--- src/rtl/fp_pkg.sv ---
// rtl/fp_pkg.sv - shared rounding enum and width/range helpers for the fixed-point resize pipe
package fp_pkg;

  typedef enum logic {
    TRUNC   = 1'b0,
    HALF_UP = 1'b1
  } fp_round_e;

  localparam int FP_MAXW = 128;

  // One extra bit so a rounding carry out of the top never wraps.
  function automatic int fp_s1_width(input int in_iw, input int out_qw);
    return in_iw + out_qw + 1;
  endfunction

  function automatic logic signed [FP_MAXW-1:0] fp_max(input int w);
    logic signed [FP_MAXW-1:0] one;
    one = {{(FP_MAXW-1){1'b0}}, 1'b1};
    return (one <<< (w - 1)) - one;
  endfunction

  function automatic logic signed [FP_MAXW-1:0] fp_min(input int w);
    logic signed [FP_MAXW-1:0] one;
    one = {{(FP_MAXW-1){1'b0}}, 1'b1};
    return -(one <<< (w - 1));
  endfunction

endpackage

--- src/rtl/fp_sat.sv ---
// rtl/fp_sat.sv - combinational range check and saturate/wrap of an aligned value
module fp_sat
  import fp_pkg::*;
#(
  parameter int S1W   = 25,
  parameter int OUT_W = 16
) (
  input  logic signed [S1W-1:0]   s1_val,
  input  logic                    should_clip,
  output logic        [OUT_W-1:0] out_val,
  output logic                    clipping
);

  localparam logic signed [FP_MAXW-1:0] MAX_V = fp_max(OUT_W);
  localparam logic signed [FP_MAXW-1:0] MIN_V = fp_min(OUT_W);
  localparam logic [OUT_W-1:0] MAX_O = MAX_V[OUT_W-1:0];
  localparam logic [OUT_W-1:0] MIN_O = MIN_V[OUT_W-1:0];

  logic signed [FP_MAXW-1:0] wide;

  always_comb begin
    wide     = FP_MAXW'(s1_val);
    clipping = (wide > MAX_V) || (wide < MIN_V);
    out_val  = wide[OUT_W-1:0];
    if (clipping && should_clip) begin
      out_val = wide[FP_MAXW-1] ? MIN_O : MAX_O;
    end
  end

endmodule

--- src/rtl/fp_resize_pipe.sv ---
// rtl/fp_resize_pipe.sv - two-stage fixed-point resize: S1 align/round, S2 saturate/wrap
// Optional clipped-beat counter built when FP_RESIZE_CLIP_CNT_EN is defined.
module fp_resize_pipe
  import fp_pkg::*;
#(
  parameter int IN_IW  = 16,
  parameter int IN_QW  = 16,
  parameter int OUT_IW = 8,
  parameter int OUT_QW = 8,
  parameter int ROUND  = 1
) (
  input  logic                     clk,
  input  logic                     rst_n,
  input  logic                     in_valid,
  output logic                     in_ready,
  input  logic [IN_IW+IN_QW-1:0]   in_data,
  input  logic                     should_clip,
  output logic                     out_valid,
  input  logic                     out_ready,
  output logic [OUT_IW+OUT_QW-1:0] out_data,
  output logic                     clipping
`ifdef FP_RESIZE_CLIP_CNT_EN
  ,
  input  logic                     clip_cnt_clr,
  output logic [15:0]              clip_cnt
`endif
);

  localparam int IN_W  = IN_IW + IN_QW;
  localparam int OUT_W = OUT_IW + OUT_QW;
  localparam int S1W   = fp_s1_width(IN_IW, OUT_QW);
  localparam fp_round_e RMODE = (ROUND != 0) ? HALF_UP : TRUNC;

  logic signed [S1W-1:0] align;

  if (OUT_QW >= IN_QW) begin : g_widen
    localparam int SH = OUT_QW - IN_QW;
    assign align = S1W'($signed(in_data)) <<< SH;
  end else begin : g_narrow
    localparam int D = IN_QW - OUT_QW;
    localparam logic [IN_W:0] ONE  = {{IN_W{1'b0}}, 1'b1};
    localparam logic [IN_W:0] BIAS = (RMODE == HALF_UP) ? (ONE << (D - 1)) : '0;
    logic signed [IN_W:0] ext;
    // Sign-extended by one bit so adding the half-LSB bias cannot overflow.
    assign ext   = {in_data[IN_W-1], in_data} + BIAS;
    assign align = S1W'(ext >>> D);
  end

  logic                  s1_valid_q, s1_valid_d;
  logic signed [S1W-1:0] s1_val_q, s1_val_d;
  logic                  s1_clip_q, s1_clip_d;
  logic                  out_valid_q, out_valid_d;
  logic [OUT_W-1:0]      out_data_q, out_data_d;
  logic                  clipping_q, clipping_d;
  logic [OUT_W-1:0]      sat_val;
  logic                  sat_clip;
  logic                  s1_adv, s2_adv;

  fp_sat #(
    .S1W   (S1W),
    .OUT_W (OUT_W)
  ) u_sat (
    .s1_val      (s1_val_q),
    .should_clip (s1_clip_q),
    .out_val     (sat_val),
    .clipping    (sat_clip)
  );

  always_comb begin
    s2_adv      = !out_valid_q || out_ready;
    s1_adv      = !s1_valid_q || s2_adv;
    s1_valid_d  = s1_valid_q;
    s1_val_d    = s1_val_q;
    s1_clip_d   = s1_clip_q;
    out_valid_d = out_valid_q;
    out_data_d  = out_data_q;
    clipping_d  = clipping_q;
    if (s1_adv) begin
      s1_valid_d = in_valid;
      if (in_valid) begin
        s1_val_d  = align;
        s1_clip_d = should_clip;
      end
    end
    if (s2_adv) begin
      out_valid_d = s1_valid_q;
      if (s1_valid_q) begin
        out_data_d = sat_val;
        clipping_d = sat_clip;
      end
    end
  end

  always_ff @(posedge clk or negedge rst_n) begin
    if (!rst_n) begin
      s1_valid_q  <= 1'b0;
      s1_val_q    <= '0;
      s1_clip_q   <= 1'b0;
      out_valid_q <= 1'b0;
      out_data_q  <= '0;
      clipping_q  <= 1'b0;
    end else begin
      s1_valid_q  <= s1_valid_d;
      s1_val_q    <= s1_val_d;
      s1_clip_q   <= s1_clip_d;
      out_valid_q <= out_valid_d;
      out_data_q  <= out_data_d;
      clipping_q  <= clipping_d;
    end
  end

  assign in_ready  = s1_adv;
  assign out_valid = out_valid_q;
  assign out_data  = out_data_q;
  assign clipping  = clipping_q;

`ifdef FP_RESIZE_CLIP_CNT_EN
  logic [15:0] clip_cnt_q, clip_cnt_d;

  always_comb begin
    clip_cnt_d = clip_cnt_q;
    if (clip_cnt_clr) begin
      clip_cnt_d = '0;
    end else if (out_valid_q && out_ready && clipping_q && (clip_cnt_q != 16'hFFFF)) begin
      clip_cnt_d = clip_cnt_q + 16'd1;
    end
  end

  always_ff @(posedge clk or negedge rst_n) begin
    if (!rst_n) begin
      clip_cnt_q <= '0;
    end else begin
      clip_cnt_q <= clip_cnt_d;
    end
  end

  assign clip_cnt = clip_cnt_q;
`endif

endmodule

--- config.mk ---
export PLATFORM = sky130hd
export DESIGN_NAME = fp_resize_pipe
export DESIGN_NICKNAME = d
export VERILOG_FILES = /design/src/rtl/fp_pkg.sv /design/src/rtl/fp_sat.sv /design/src/rtl/fp_resize_pipe.sv
export SDC_FILE = /design/constraint.sdc
export NUM_CORES = 1
export LEC_CHECK = 0
export CORE_MARGIN = 2
export CORE_UTILIZATION = 57
export CTS_BUF_LIST = sky130_fd_sc_hd__clkbuf_4
export DETAILED_ROUTE_END_ITERATION = 16
export PLACE_DENSITY = 0.88
export SLEW_MARGIN = 15
export SYNTH_ARGS = -nofsm -noshare
export SYNTH_HDL_FRONTEND = slang
export SYNTH_HIERARCHICAL = 1
export SYNTH_SLANG_ARGS = --single-unit
export TNS_END_PERCENT = 30
--- constraint.sdc ---
create_clock -name clk -period 4.91 [get_ports clk]
set_input_delay 1.473 -clock clk [delete_from_list [all_inputs] [get_ports clk]]
set_output_delay 1.473 -clock clk [all_outputs]
set_load 0.03 [all_outputs]
### Word level (Yosys, flattened, before mapping)

Index checks and enable logic that the tools add are counted.

* magnitude comparators: 2
* reduce and logical (&&, ||, !) cells: 8
* add/subtract/negate cells: 1
* multiplexer cells: 2

Operators with widths (number)
* adder 32 x 9 -> 33 bit (second input constant): 1
* two-way mux 16 bit: 2
* greater-than comparator 25 x 16 -> 1 bit (second input constant): 1
* < comparator 25 x 16 -> 1 bit (second input constant): 1
* AND reduction 2 bit: 2
* logical OR 1 bit: 3
* logical NOT 1 bit: 2
* logical AND 1 bit: 1

* flip-flop bits (word level): 45
* input port bits: 37
* logic and storage cells: 19

### Longest topological paths before layout

Gate-level depths: netlist of the first run.

* word-level depth: 4
* gate-level depth with buffers: 6

### Modules after synthesis

Netlist of the first run, hierarchy kept.

Modules (own cells, without submodules)
* fp_resize_pipe: times used 1, cells each 205, area each 2137.0 µm²
* fp_sat: times used 1, cells each 62, area each 450.4 µm²

### Worst setup path after synthesis of the first run

OpenSTA, ideal clock, no wires.

* path kind: input to output
* start point: input port out_ready
* end point: output port in_ready
* buffers on the path: 0
* setup slack: 1.603 ns
* required time: 3.437 ns
* cell stages on the path: 1
* data arrival time: 1.834 ns
* path through: nand3b_1

* cells in the longest elaborated chain, start to end: 2

Ends and longest elaborated chain
* start: declaration: line fp_resize_pipe.sv:19 `input logic out_ready,`
* logical OR 1 bit: line fp_resize_pipe.sv:70 `s2_adv = !out_valid_q || out_ready;`
* logical OR 1 bit: line fp_resize_pipe.sv:71 `s1_adv = !s1_valid_q || s2_adv;`
* end: declaration: line fp_resize_pipe.sv:15 `output logic in_ready,`

No other way between the ends.

### Final worst setup path of the first run

Ends and elaborated chain as after synthesis.

==> summary.txt, run 1 <==
Status
  • Status: finished clean

Cells and area
  • Antenna Cells: 0
  • Most frequent cells in the layout: clkdlybuf4s50_1, dfrtp_1, nand2_1
  • Non-filler cells, final: 360
  • Multi-input gate area in the final layout: 1290 sq um
  • Fillers: 358
  • Area added between synthesis and finish: 19.7%
  • FF/Latch Area: 1130 sq um
  • Nets: 345
  • Post-Route Utilization: 71.1%
  • Fraction of layout cells with a size suffix above 1: 14.3%
  • Commonest non-fill, non-tap cell in the layout: clkdlybuf4s50_1

Critical path
  • R2r setup slk: 2570 ps
  • Crit Reg-Reg Endpoint: out_data[3]
  • Worst EP arrival: 2830 ps
  • Crit path max fanout: 4
  • Crit path required time: 3440 ps
  • Setup CP Type: in2out
  • CP Capture Type: output pin
  • Startpoint types: input port
  • Worst r2r src: s1_val_q[18]
  • Reg2reg path depth: 4

STA
  • RSZ-0062 raised after global routing: false
  • Worst slew pin tran: 1010 ps
  • Final Hold Slack: 517 ps
  • Final setup viols: 0
  • Max Freq: 232 MHz
  • Fin. Hold Viols: 0
  • Slew Limit Fails: 0
  • Worst Skew: 9.66 ps
  • Final Cycle Share: 87.6%
  • Max_slew headroom: 32.7%
  • Setup TNS: 0 ps
  • Tmin final: 4300 ps

Global route
  • GR peak layer: met2
  • First-pass GRT wire length: 8.98 mm
  • Total gr overflow: 0
  • Number of global-route vias before repair: 1993
  • Pin count of the biggest net entering global routing: 46
  • Met1 usage: 29.7%
  • Met3 GRT Util: 4.78%
  • Initial antenna violation count: 0
  • Met2 usage: 35.9%
  • GRT Util Overall: 22.2%

Routing
  • WL per Instance: 14.5 um
  • Vias: 2151
  • WL final: 5.21 mm
  • DR pass1 iterations: 4
  • Starting DRC count in detailed routing: 142
  • Drt drc: 0
  • Vias/cell: 5.98
  • Final ANT Viol Nets: 0

Logic synthesis
  • Synth Instances: 267
  • YS warnings: 6
  • Synthesized net count: 305
  • Synth Register Bits: 45
  • Top_reg_cell synth: dfrtp_1
  • Syn_area_per_cell: 9.69 sq um
  • Area of the mapped netlist: 2590 sq um
  • Seq/Total Area, Yosys: 43.5%
  • Yosys cell types: 37
  • FFs w/ async S/R, synth: 100%
  • Number of synthesized flops with an enable pin: 0

Power and ir drop
  • P_leak: 1.20 nW
  • VDD IR max: 0.125 mV
  • PwrDens: 339 nW/um^2

Placed design
  • GPL Wtd Cong: 0.827
  • Placed Cells incl. Taps: 352
  • I/O Buffers: 48
  • DP Wirelength: 3.87 mm

Floorplan
  • Starting density of the core: 59.4%
  • # IOs: 56
  • Die X: 71.4 um
  • Die Height: 71.4 um
  • Die area: 5090 sq um
  • Core Box Area: 4350 sq um
  • Row count: 24

Clock tree
  • TritonCTS Sinks: 45
  • Post-CTS Hold Buffers: 0
  • H-tree Lvls: 2
  • Root Buffer: clkbuf_4
  • CTS tree: done
  • Post-CTS sizing: 0
  • CTS Buffer Depth: 2
  • Worst-path clk slew: 130 ps
  • Post-CTS setup buffers: 0
  • CTS buffer count: 5
  • Clk_lat worst skew: 370 ps

Min path
  • Hold endpoint: out_data[9]
  • Hold Path Class: reg2reg
  • Worst hold start: out_data[9]
  • Hold depth: 1

Flow run
  • Max-cap check violation count: 0
## sequential cells by signal, summed over array words and instances (netlist names)
name and cells:
clipping 1, s1_valid_q 1, s1_clip_q 1, out_valid 1, out_data 16, s1_val_q 25
## cells in the mapped netlist, types with 2 or more instances
cell      instances  share of area [%]
or3_1             4               0.97
o211ai_1          5                1.5
dfrtp_1          45                 44
xnor2_1           8                2.7
mux2_2           18                7.8
a31oi_1          13                3.1
o31ai_1           9                2.6
o21ai_0          16                3.1
clkbuf_1         10                1.5
buf_2             2               0.39
nand2b_1          3               0.73
xor2_1            3                1.0
inv_1            23                3.3
nand3_1           6                1.2
o211ai_2         10                4.8
nor4_4            2                1.6
nand4_1          21                5.1
or4_1             7                2.0
nand2_1          27                3.9
nor2_1           16                2.3
nor3_1            3               0.58
## report_power, final
group	internal (W)	switching, W	leakage, nW	total, W
registers	0.000443	0.0000531	0.525	0.000496
logic	0.000175	0.000206	0.647	0.000381
clock network	0.0000520	0.000120	0.0300	0.000172
total	0.000670	0.000379	1.20	0.00105
## metal layers
metal / wire length [um] / part of all wire, % / up-vias
li1: - / - / 1057
met1: 2300 / 44 / 1012
met2: 2530 / 49 / 76
met3: 303 / 5.8 / 6
met4: 73 / 1.4 / 0
met5: 0 / 0 / -
## how the worst max path moves through the flow
stage                   start       end  slack [ps]  depth (start not counted)
floorplan           out_ready  in_ready        1600                          1
global placement    out_ready  in_ready         660                          3
detailed placement  out_ready  in_ready         620                          3
CTS                 out_ready  in_ready         620                          3
global route        out_ready  in_ready         580                          3
finish              out_ready  in_ready         610                          3
## critical path, cell delays in order
cell and delay [ps]:
clkdlybuf4s50_1 480, nand3b_1 180, clkdlybuf4s50_1 700
## cells by family (layout without fill, tap and decap cells)
logic type	after synthesis	count (layout)	share of synthesized area (%)
compound gates	55	55	15.9
xor+xnor	11	11	3.72
fa+ha+maj	1	1	0.483
buf+inv	38	79	6.43
flops	45	45	43.5
mux	18	18	7.83
simple gates	99	99	22.1
## layout make-up
cell class / count / area share, %
multi-input cells: 184 / 41.8
flip-flops and latches: 45 / 36.3
repair buffers: 48 / 15.3
inverters: 23 / 2.79
well taps: 52 / 2.10
clock buffers: 5 / 1.21
clock inverters: 3 / 0.404
## metrics by stage
stage          cell area, sq um  total power (W)  setup slack [ps]
4_1_cts                    3100          0.00106               618
3_5_place_dp               3050         0.000888               621
5_1_grt                    3100          0.00111               579
3_3_place_gp               3050         0.000875               658
6_report                   3100          0.00105               608
2_1_floorplan              2590         0.000730              1600
No activity file was read; power rests on OpenSTA's default activity.
==> inputs of run 2 (changes only) <==
--- a/config.mk
+++ b/config.mk
@@ -5,6 +5,7 @@
 export SDC_FILE = /design/constraint.sdc
 export NUM_CORES = 1
 export LEC_CHECK = 0
+export CORE_ASPECT_RATIO = 1.2
 export CORE_MARGIN = 2
 export CORE_UTILIZATION = 57
 export CTS_BUF_LIST = sky130_fd_sc_hd__clkbuf_4
==> summary.txt, run 2 (same netlist as run 1, synthesis figures left out) <==
Clock tree
  • Worst-path clk slew: 110 ps
  • TritonCTS Sinks: 45
  • CTS Buffer Depth: 2
  • CTS buffer count: 5
  • Post-CTS sizing: 0
  • Clk_lat worst skew: 350 ps
  • H-tree Lvls: 2
  • Post-CTS setup buffers: 0
  • Root Buffer: clkbuf_4
  • Post-CTS Hold Buffers: 0
  • CTS tree: done

Cells and area
  • Nets: 345
  • Max FFs per register: 25
  • Fin area: 3110 sq um
  • Post-Route Utilization: 71.9%
  • Most flop-heavy register: s1_val_q
  • Antenna Cells: 0
  • Most frequent cells in the layout: clkdlybuf4s50_1, dfrtp_1, nand2_1
  • Fraction of layout cells with a size suffix above 1: 14.9%
  • Area added between synthesis and finish: 20.3%
  • Commonest non-fill, non-tap cell in the layout: clkdlybuf4s50_1
  • Non-filler cells, final: 364

Floorplan
  • Core Box Area: 4330 sq um
  • Die X: 65.5 um
  • Die area: 5100 sq um
  • # IOs: 56
  • Row count: 26
  • Starting density of the core: 59.8%
  • Die Height: 77.8 um

Routing
  • Final ANT Viol Nets: 0
  • Starting DRC count in detailed routing: 84
  • Vias: 2144
  • DR pass1 iterations: 4
  • WL per Instance: 14.9 um
  • WL final: 5.43 mm
  • Drt drc: 0
  • Vias/cell: 5.89

Critical path
  • Crit path max fanout: 4
  • CP Capture Type: output pin
  • Max stage delay on crit path: 700 ps
  • Most used cell along the critical path: clkdlybuf4s50_1
  • Crit path required time: 3440 ps
  • Slowest CP cell: clkdlybuf4s50_1
  • Startpoint types: input port
  • Crit-path cells: clkdlybuf4s50_1 -> nand3b_1 -> clkdlybuf4s50_1
  • Setup CP Type: in2out
  • Worst EP arrival: 2830 ps

STA
  • Max_slew headroom: 25.7%
  • Fin. Hold Viols: 0
  • Max Freq: 233 MHz
  • Tmin final: 4300 ps
  • Final Cycle Share: 87.6%
  • Setup TNS: 0 ps
  • Worst Skew: 9.85 ps
  • Final setup viols: 0
  • Final Hold Slack: 503 ps
  • RSZ-0062 raised after global routing: false
  • Slew Limit Fails: 0
  • Worst slew pin tran: 1110 ps

Placed design
  • Placed Cells incl. Taps: 356
  • DP Wirelength: 4.03 mm
  • I/O Buffers: 48
  • Area post-placement: 3050 sq um
  • GPL Wtd Cong: 0.780

Power and ir drop
  • VDD IR max: 0.165 mV
  • PwrDens: 342 nW/um^2
  • P_leak: 1.21 nW

Status
  • Status: finished clean

Global route
  • Number of global-route vias before repair: 2048
  • First-pass GRT wire length: 9.19 mm
  • GRT Util Overall: 23.4%
  • Total gr overflow: 0
  • Initial antenna violation count: 0
  • Pin count of the biggest net entering global routing: 46

Flow run
  • Max-cap check violation count: 0

Min path
  • Hold Path Class: reg2reg
## run 2: changes by cell type in the layout (fill, tap and decap cells not counted)
cell and change:
clkinv_2 -1, clkbuf_4 +3, clkinv_1 -2
## run 2: power breakdown
group,internal (W),leakage (nW),switching (W)
combinational,0.000175,0.647,0.000211
sequential,0.000443,0.525,0.0000527
clock,0.0000738,0.0368,0.000109
## run 2: final timing paths
kind                         startpoint           end  slack [ps]  cells after the start
setup / recovery              out_ready      in_ready         610                      3
max in group asynchronous         rst_n    s1_valid_q        3050                      1
hold reg to reg              s1_valid_q     out_valid         500                      1
min in group asynchronous         rst_n  s1_val_q[15]        1260                      1
hold / removal               s1_valid_q     out_valid         500                      1
setup reg to reg           s1_val_q[20]   out_data[9]        2510                      4
## run 2: critical path, delay by kind of cell
kind,cells,cell delay (ps)
simple gates,1,180
buf+inv,2,1170
## run 2: per-layer routing
metal	vias up	track usage, %	wire length, um
met5	-	0	0
met4	0	10.2	159
met3	9	4.06	151
met2	52	42.9	2860
met1	1025	26.0	2260
li1	1058	-	-
## run 2: area by class of cell
| cell class | instances | area (sq um) |
|---|---|---|
| clock buffers | 8 | 60.1 |
| multi-input cells | 184 | 1290 |
| inverters | 23 | 86.3 |
| repair buffers | 48 | 475 |
| fillers | 335 | 1210 |
| flip-flops and latches | 45 | 1130 |
| well taps | 56 | 70.1 |
## run 2: metrics by stage
stage | total power, W | setup WS [ps]
after global routing | 0.00112 | 549
after global placement | 0.000875 | 658
after detailed placement | 0.000891 | 601
final | 0.00107 | 609
after CTS | 0.00107 | 600
after floorplan | 0.000730 | 1600
==> inputs of run 3 (changes only) <==
==> constraint.sdc (replaced) <==
create_clock -name clk -period 4.91 [get_ports clk]
set_input_delay 0.982 -clock clk [delete_from_list [all_inputs] [get_ports clk]]
set_output_delay 0.982 -clock clk [all_outputs]
set_load 0.03 [all_outputs]
==> summary.txt, run 3 (same netlist as run 1, synthesis figures left out) <==
Status
  • Status: finished clean

Routing
  • Vias: 2105
  • Final ANT Viol Nets: 0
  • Drt drc: 0
  • WL per Instance: 14.3 um
  • DR pass1 iterations: 4
  • WL final: 5.20 mm
  • Vias/cell: 5.78
  • Starting DRC count in detailed routing: 90

Cells and area
  • Area added between synthesis and finish: 19.9%
  • Commonest non-fill, non-tap cell in the layout: clkdlybuf4s50_1
  • Max FFs per register: 25
  • Multi-input gate area in the final layout: 1290 sq um
  • Most flop-heavy register: s1_val_q
  • Most frequent cells in the layout: clkdlybuf4s50_1, dfrtp_1, nand2_1
  • Fillers: 338
  • FF/Latch Area: 1130 sq um
  • Non-filler cells, final: 364
  • Fraction of layout cells with a size suffix above 1: 14.3%
  • Antenna Cells: 0
  • Nets: 345

Critical path
  • Slowest CP cell: clkdlybuf4s50_1
  • Max stage delay on crit path: 690 ps
  • Startpoint types: input port
  • Reg2reg path depth: 4
  • Setup crit end: in_ready
  • CP Capture Type: output pin
  • Setup CP Type: in2out
  • Crit-path cells: clkdlybuf4s50_1 -> nand3b_1 -> clkdlybuf4s50_1
  • Crit Reg-Reg Endpoint: out_data[0]
  • Crit path max fanout: 4
  • Most used cell along the critical path: clkdlybuf4s50_1
  • Crit path required time: 3930 ps
  • Worst EP arrival: 2310 ps
  • Worst Setup SP: out_ready
  • Worst r2r src: s1_val_q[20]
  • R2r setup slk: 2510 ps

Power and ir drop
  • VDD IR max: 0.144 mV
  • PwrDens: 337 nW/um^2
  • P_leak: 1.20 nW

Floorplan
  • Die area: 5100 sq um
  • Die Height: 77.8 um
  • Core Box Area: 4330 sq um
  • Row count: 26
  • Die X: 65.5 um
  • # IOs: 56
  • Starting density of the core: 59.8%

Clock tree
  • Worst-path clk slew: 120 ps
  • Post-CTS setup buffers: 0
  • Post-CTS Hold Buffers: 0
  • Clk_lat worst skew: 360 ps
  • CTS Buffer Depth: 2
  • CTS buffer count: 5
  • CTS tree: done
  • Post-CTS sizing: 0
  • TritonCTS Sinks: 45
  • Root Buffer: clkbuf_4
  • H-tree Lvls: 2

STA
  • Max Freq: 304 MHz
  • Tmin final: 3290 ps
  • Final setup viols: 0
  • Fin. Hold Viols: 0
  • Slew Limit Fails: 0
  • Final Hold Slack: 500 ps
  • Worst slew pin tran: 1090 ps
  • Setup TNS: 0 ps
  • Final Cycle Share: 67.0%
  • Max_slew headroom: 26.8%
  • RSZ-0062 raised after global routing: false
  • Worst Skew: 10.6 ps

Global route
  • Total gr overflow: 0
  • Pin count of the biggest net entering global routing: 46
  • First-pass GRT wire length: 9.10 mm
  • Initial antenna violation count: 0
  • Number of global-route vias before repair: 1975
  • GRT Util Overall: 22.8%

Flow run
  • Max-cap check violation count: 0

Placed design
  • Placed Cells incl. Taps: 356
  • GPL Wtd Cong: 0.825
  • DP Wirelength: 4.00 mm
  • I/O Buffers: 48

Min path
  • Worst hold start: s1_valid_q
  • Hold Path Class: reg2reg
-- run 3: cell count changes in the layout (fill, tap and decap cells not counted), sizes merged --
cell,delta
clkinv,+3
clkbuf,-3
-- run 3: where the power goes --
| group | total (W) | switching [W] | internal (W) |
|---|---|---|---|
| registers | 0.000495 | 0.0000513 | 0.000443 |
| logic | 0.000384 | 0.000209 | 0.000175 |
| clock network | 0.000166 | 0.000114 | 0.0000519 |
-- run 3: final cells by class --
| class | count | area share [%] |
|---|---|---|
| well taps | 56 | 2.26 |
| clock inverters | 3 | 0.403 |
| inverters | 23 | 2.78 |
| multi-input cells | 184 | 41.7 |
| clock buffers | 5 | 1.21 |
| flip-flops and latches | 45 | 36.3 |
| repair buffers | 48 | 15.3 |
-- run 3: stage by stage --
| stage | setup slack, ps | total power [W] | cell area [sq um] | util, % |
|---|---|---|---|---|
| 2_1_floorplan | 2420 | 0.000730 | 2590 | - |
| 3_3_place_gp | 1640 | 0.000875 | 3050 | 70.6 |
| 3_5_place_dp | 1610 | 0.000890 | 3050 | 70.6 |
| 4_1_cts | 1610 | 0.00105 | 3100 | 71.7 |
| 5_1_grt | 1550 | 0.00111 | 3100 | 71.7 |
| 6_report | 1620 | 0.00104 | 3100 | 71.7 |
-- run 3: layer usage --
metal	track usage, %	share of wire [%]	vias up
li1	-	-	1057
met1	29.7	43	979
met2	37.2	51	58
met3	4.35	3.5	11
met4	8.96	2.3	0
met5	0	0	-
-- run 3: critical path, delay by kind of cell --
kind | cells | cell delay, ps
buf+inv | 2 | 1150
simple gates | 1 | 170
-- run 3: worst min path at each step --
stage               slack, ps         to  cells after the start
global placement          460  out_valid                      1
detailed placement        480  out_valid                      1
finish                    500  out_valid                      1
global route              520  out_valid                      1
floorplan                 460  out_valid                      1
CTS                       500  out_valid                      1
==> RTL edit: new RTL, config.mk and constraints of run 3 <==
`ROUND`: 1 -> 0.
--- a/src/rtl/fp_resize_pipe.sv
+++ b/src/rtl/fp_resize_pipe.sv
@@ -7,7 +7,7 @@
   parameter int IN_QW  = 16,
   parameter int OUT_IW = 8,
   parameter int OUT_QW = 8,
-  parameter int ROUND  = 1
+  parameter int ROUND  = 0
 ) (
   input  logic                     clk,
   input  logic                     rst_n,
Function: changed (a bounded check fails within 4 cycles, from zero or initial values and one cycle with rst_n low).
==> RTL edit against run 3 <==
Critical path type unchanged. Hold slack improved by 0.021 ns. Area after synthesis shrank 13%. Highest routed layer unchanged. Global-route usage fell by 0.80 points. Design area decreased by 10%. Power increased by 9.9%. Maximum frequency grew 0.39%. Sequential share of layout area is 3.1 points higher. Critical endpoint unchanged. Setup slack improved by 0.013 ns. Sequential cell count shrank 1. Routed wire length decreased by 15%. Core utilization grew 0.28 points. Critical path depth unchanged.
==> RTL edit: results (changes against run 3) <==
Critical Path Fanout Max - 3 (-1)
clock skew - 0.006824 ns (-0.003781 ns)
YS warnings - 6 (unchanged)
GRT Total Usage - 0.2200 (-0.008018)
placed inst area - 2713 um2 (-11%)
Nets - 240 (-30%)
Num CTS Buffers - 5 (unchanged)
drt first pass iters - 4 (unchanged)
Ant. Diodes - 0 (unchanged)
GP Congestion - 0.7345 (-11%)
max reg flops - 24 (-4.0%)
part of the Yosys area used for sequential elements - 0.4873 (+0.05206)
FF-to-FF path depth - 4 (unchanged)
largest reg by FF count - s1_val_q
Clk pwr share - 0.196 (+0.037)
post-synthesis xor/xnor area fraction - 0 (-0.03723)
PostCTS Resize Cnt - 0 (unchanged)
initial antenna violation count - 0 (unchanged)
WP data arrival - 2.30 ns
post-synthesis mux area share - 0.2641 (+0.1858)
adder-cell area share of the yosys netlist - 0 (-0.004836)
Post-DP HPWL - 3128 um (-22%)
MaxCap Viol Count - 0 (unchanged)
CTS Hold Buffers Added - 0 (unchanged)
Pleak - 1.249 nW (+3.9%)
H-tree depth - 2 (unchanged)
Max clock buf depth - 2 (unchanged)
layout cells sized above 1 - 0.3333 (+0.1905)
Clock Root Buffer - clkbuf_4
number of global-route vias before repair - 1527 (-23%)
worst vdd ir - 0.0002606 V (+81%)
outcome - completed
critical path's slowest cell - clkdlybuf4s50_1
Filler Cell Count - 291 (-14%)
post-synthesis compound-gate area fraction - 0.08361 (-0.07548)
Vias - 1466 (-30%)
Reg clk slew, reported paths - 0.12 ns (about the same)
# port buffers - 47 (-2.1%)
top post-synthesis cells by area - dfrtp_1 (49%), mux2_4 (20%), mux2_2 (6.5%)
total length of routed wires - 4429 um (-15%)
first-pass GRT wire length - 7217 um (-21%)
worst-margin pin slew - 1.129 ns (+0.03536 ns)
WHS Path Cells - 1 (unchanged)
Hold Crit Class - flop to flop
Crit path max-delay family - buffers and inverters
DRT iter0 DRCs - 48 (-47%)
DP Worst Slack - 1.629 ns (+0.01758 ns)
most common flop cell mapped by yosys - dfrtp_1
delay of the slowest critical-path stage - 0.68 ns
syn nets - 194 (-36%)
Netlist cell types - 23 (-38%)
pin count of the biggest net entering global routing - 45 (-2.2%)
Post-synth top cells - dfrtp_1 (44), mux2_4 (30), nand4_1 (17)
# Post-CTS Setup Buffers - 0 (unchanged)
async set or reset register ratio after synthesis - 1.000 (unchanged)
P_sw - 0.0003793 W (+1.4%)
worst skew pair latency - 0.35 ns
[RTL edit: changes by cell type in the layout (fill, tap and decap cells not counted), moves of 9 or more]
cell	change
o31ai_1	-9
nand2_1	-26
mux2_4	+30
nor2_1	-15
a31oi_1	-12
o21ai_0	-16
[RTL edit: per-stage QoR]
step                      hold slack (ns)  instances  total power [W]
after floorplan                    0.5024        157        0.0007779
after detailed placement           0.4916        250        0.0009322
after CTS                          0.5252        258         0.001157
after global placement             0.4934        250        0.0009147
after global routing               0.5392        258         0.001203
final                              0.5208        258         0.001148
[RTL edit: worst reg2reg max path, stage by stage (launching register included)]
cell and delay (ns):
dfrtp_1 0.52, nor4_4 0.84, a311o_2 0.60, o211ai_1 0.18, mux2_2 0.31
[RTL edit: worst paths after layout]
| kind | from | to | slack, ns |
|---|---|---|---|
| worst max-delay path | out_ready | in_ready | 1.63 |
| worst min-delay path | out_data[12]$_DFFE_PN0P_ | out_data[12]$_DFFE_PN0P_ | 0.52 |
| worst max register to register | s1_val_q[23]$_DFFE_PN0P_ | out_data[0]$_DFFE_PN0P_ | 2.37 |
| worst min register to register | out_data[12]$_DFFE_PN0P_ | out_data[12]$_DFFE_PN0P_ | 0.52 |
| max in group asynchronous | rst_n | s1_val_q[0]$_DFFE_PN0P_ | 3.53 |
| min in group asynchronous | rst_n | s1_val_q[5]$_DFFE_PN0P_ | 0.77 |
[RTL edit: metal layers]
layer,track usage,wire length [um],up-vias
li1,-,-,671
met1,0.2797,1830,734
met2,0.3617,2339,50
met3,0.03546,154,11
met4,0.1017,104,0
met5,0,0,-
[RTL edit: area by class of cell]
| class | instances | area [um2] | share of cell area |
|---|---|---|---|
| Sequential cell | 44 | 1101 | 0.3943 |
| Clock buffer | 6 | 45.04 | 0.01613 |
| Tap cell | 54 | 67.56 | 0.02419 |
| Inverter | 16 | 60.06 | 0.02151 |
| Multi-Input combinational cell | 89 | 1018 | 0.3647 |
| Clock inverter | 2 | 35.03 | 0.01254 |
| Timing Repair Buffer | 47 | 465.4 | 0.1667 |
[RTL edit: power groups by stage]
stage	logic [W]	clock network, W	registers (W)
final	0.000426	0.000225	0.000497
after CTS	0.000429	0.000231	0.000498
after detailed placement	0.000427	0	0.000505
after global routing	0.000449	0.000245	0.000509
after floorplan	0.000194	0	0.000584
after global placement	0.000416	0	0.000499
[RTL edit: kinds of logic (layout without fill, tap and decap cells)]
logic type             count (synthesis)  after routing
buffers and inverters                 24             71
flip-flops                            44             44
multiplexers                          43             43
AND/OR/NAND/NOR                       28             28
AO/OA/AOI/OAI                         18             18
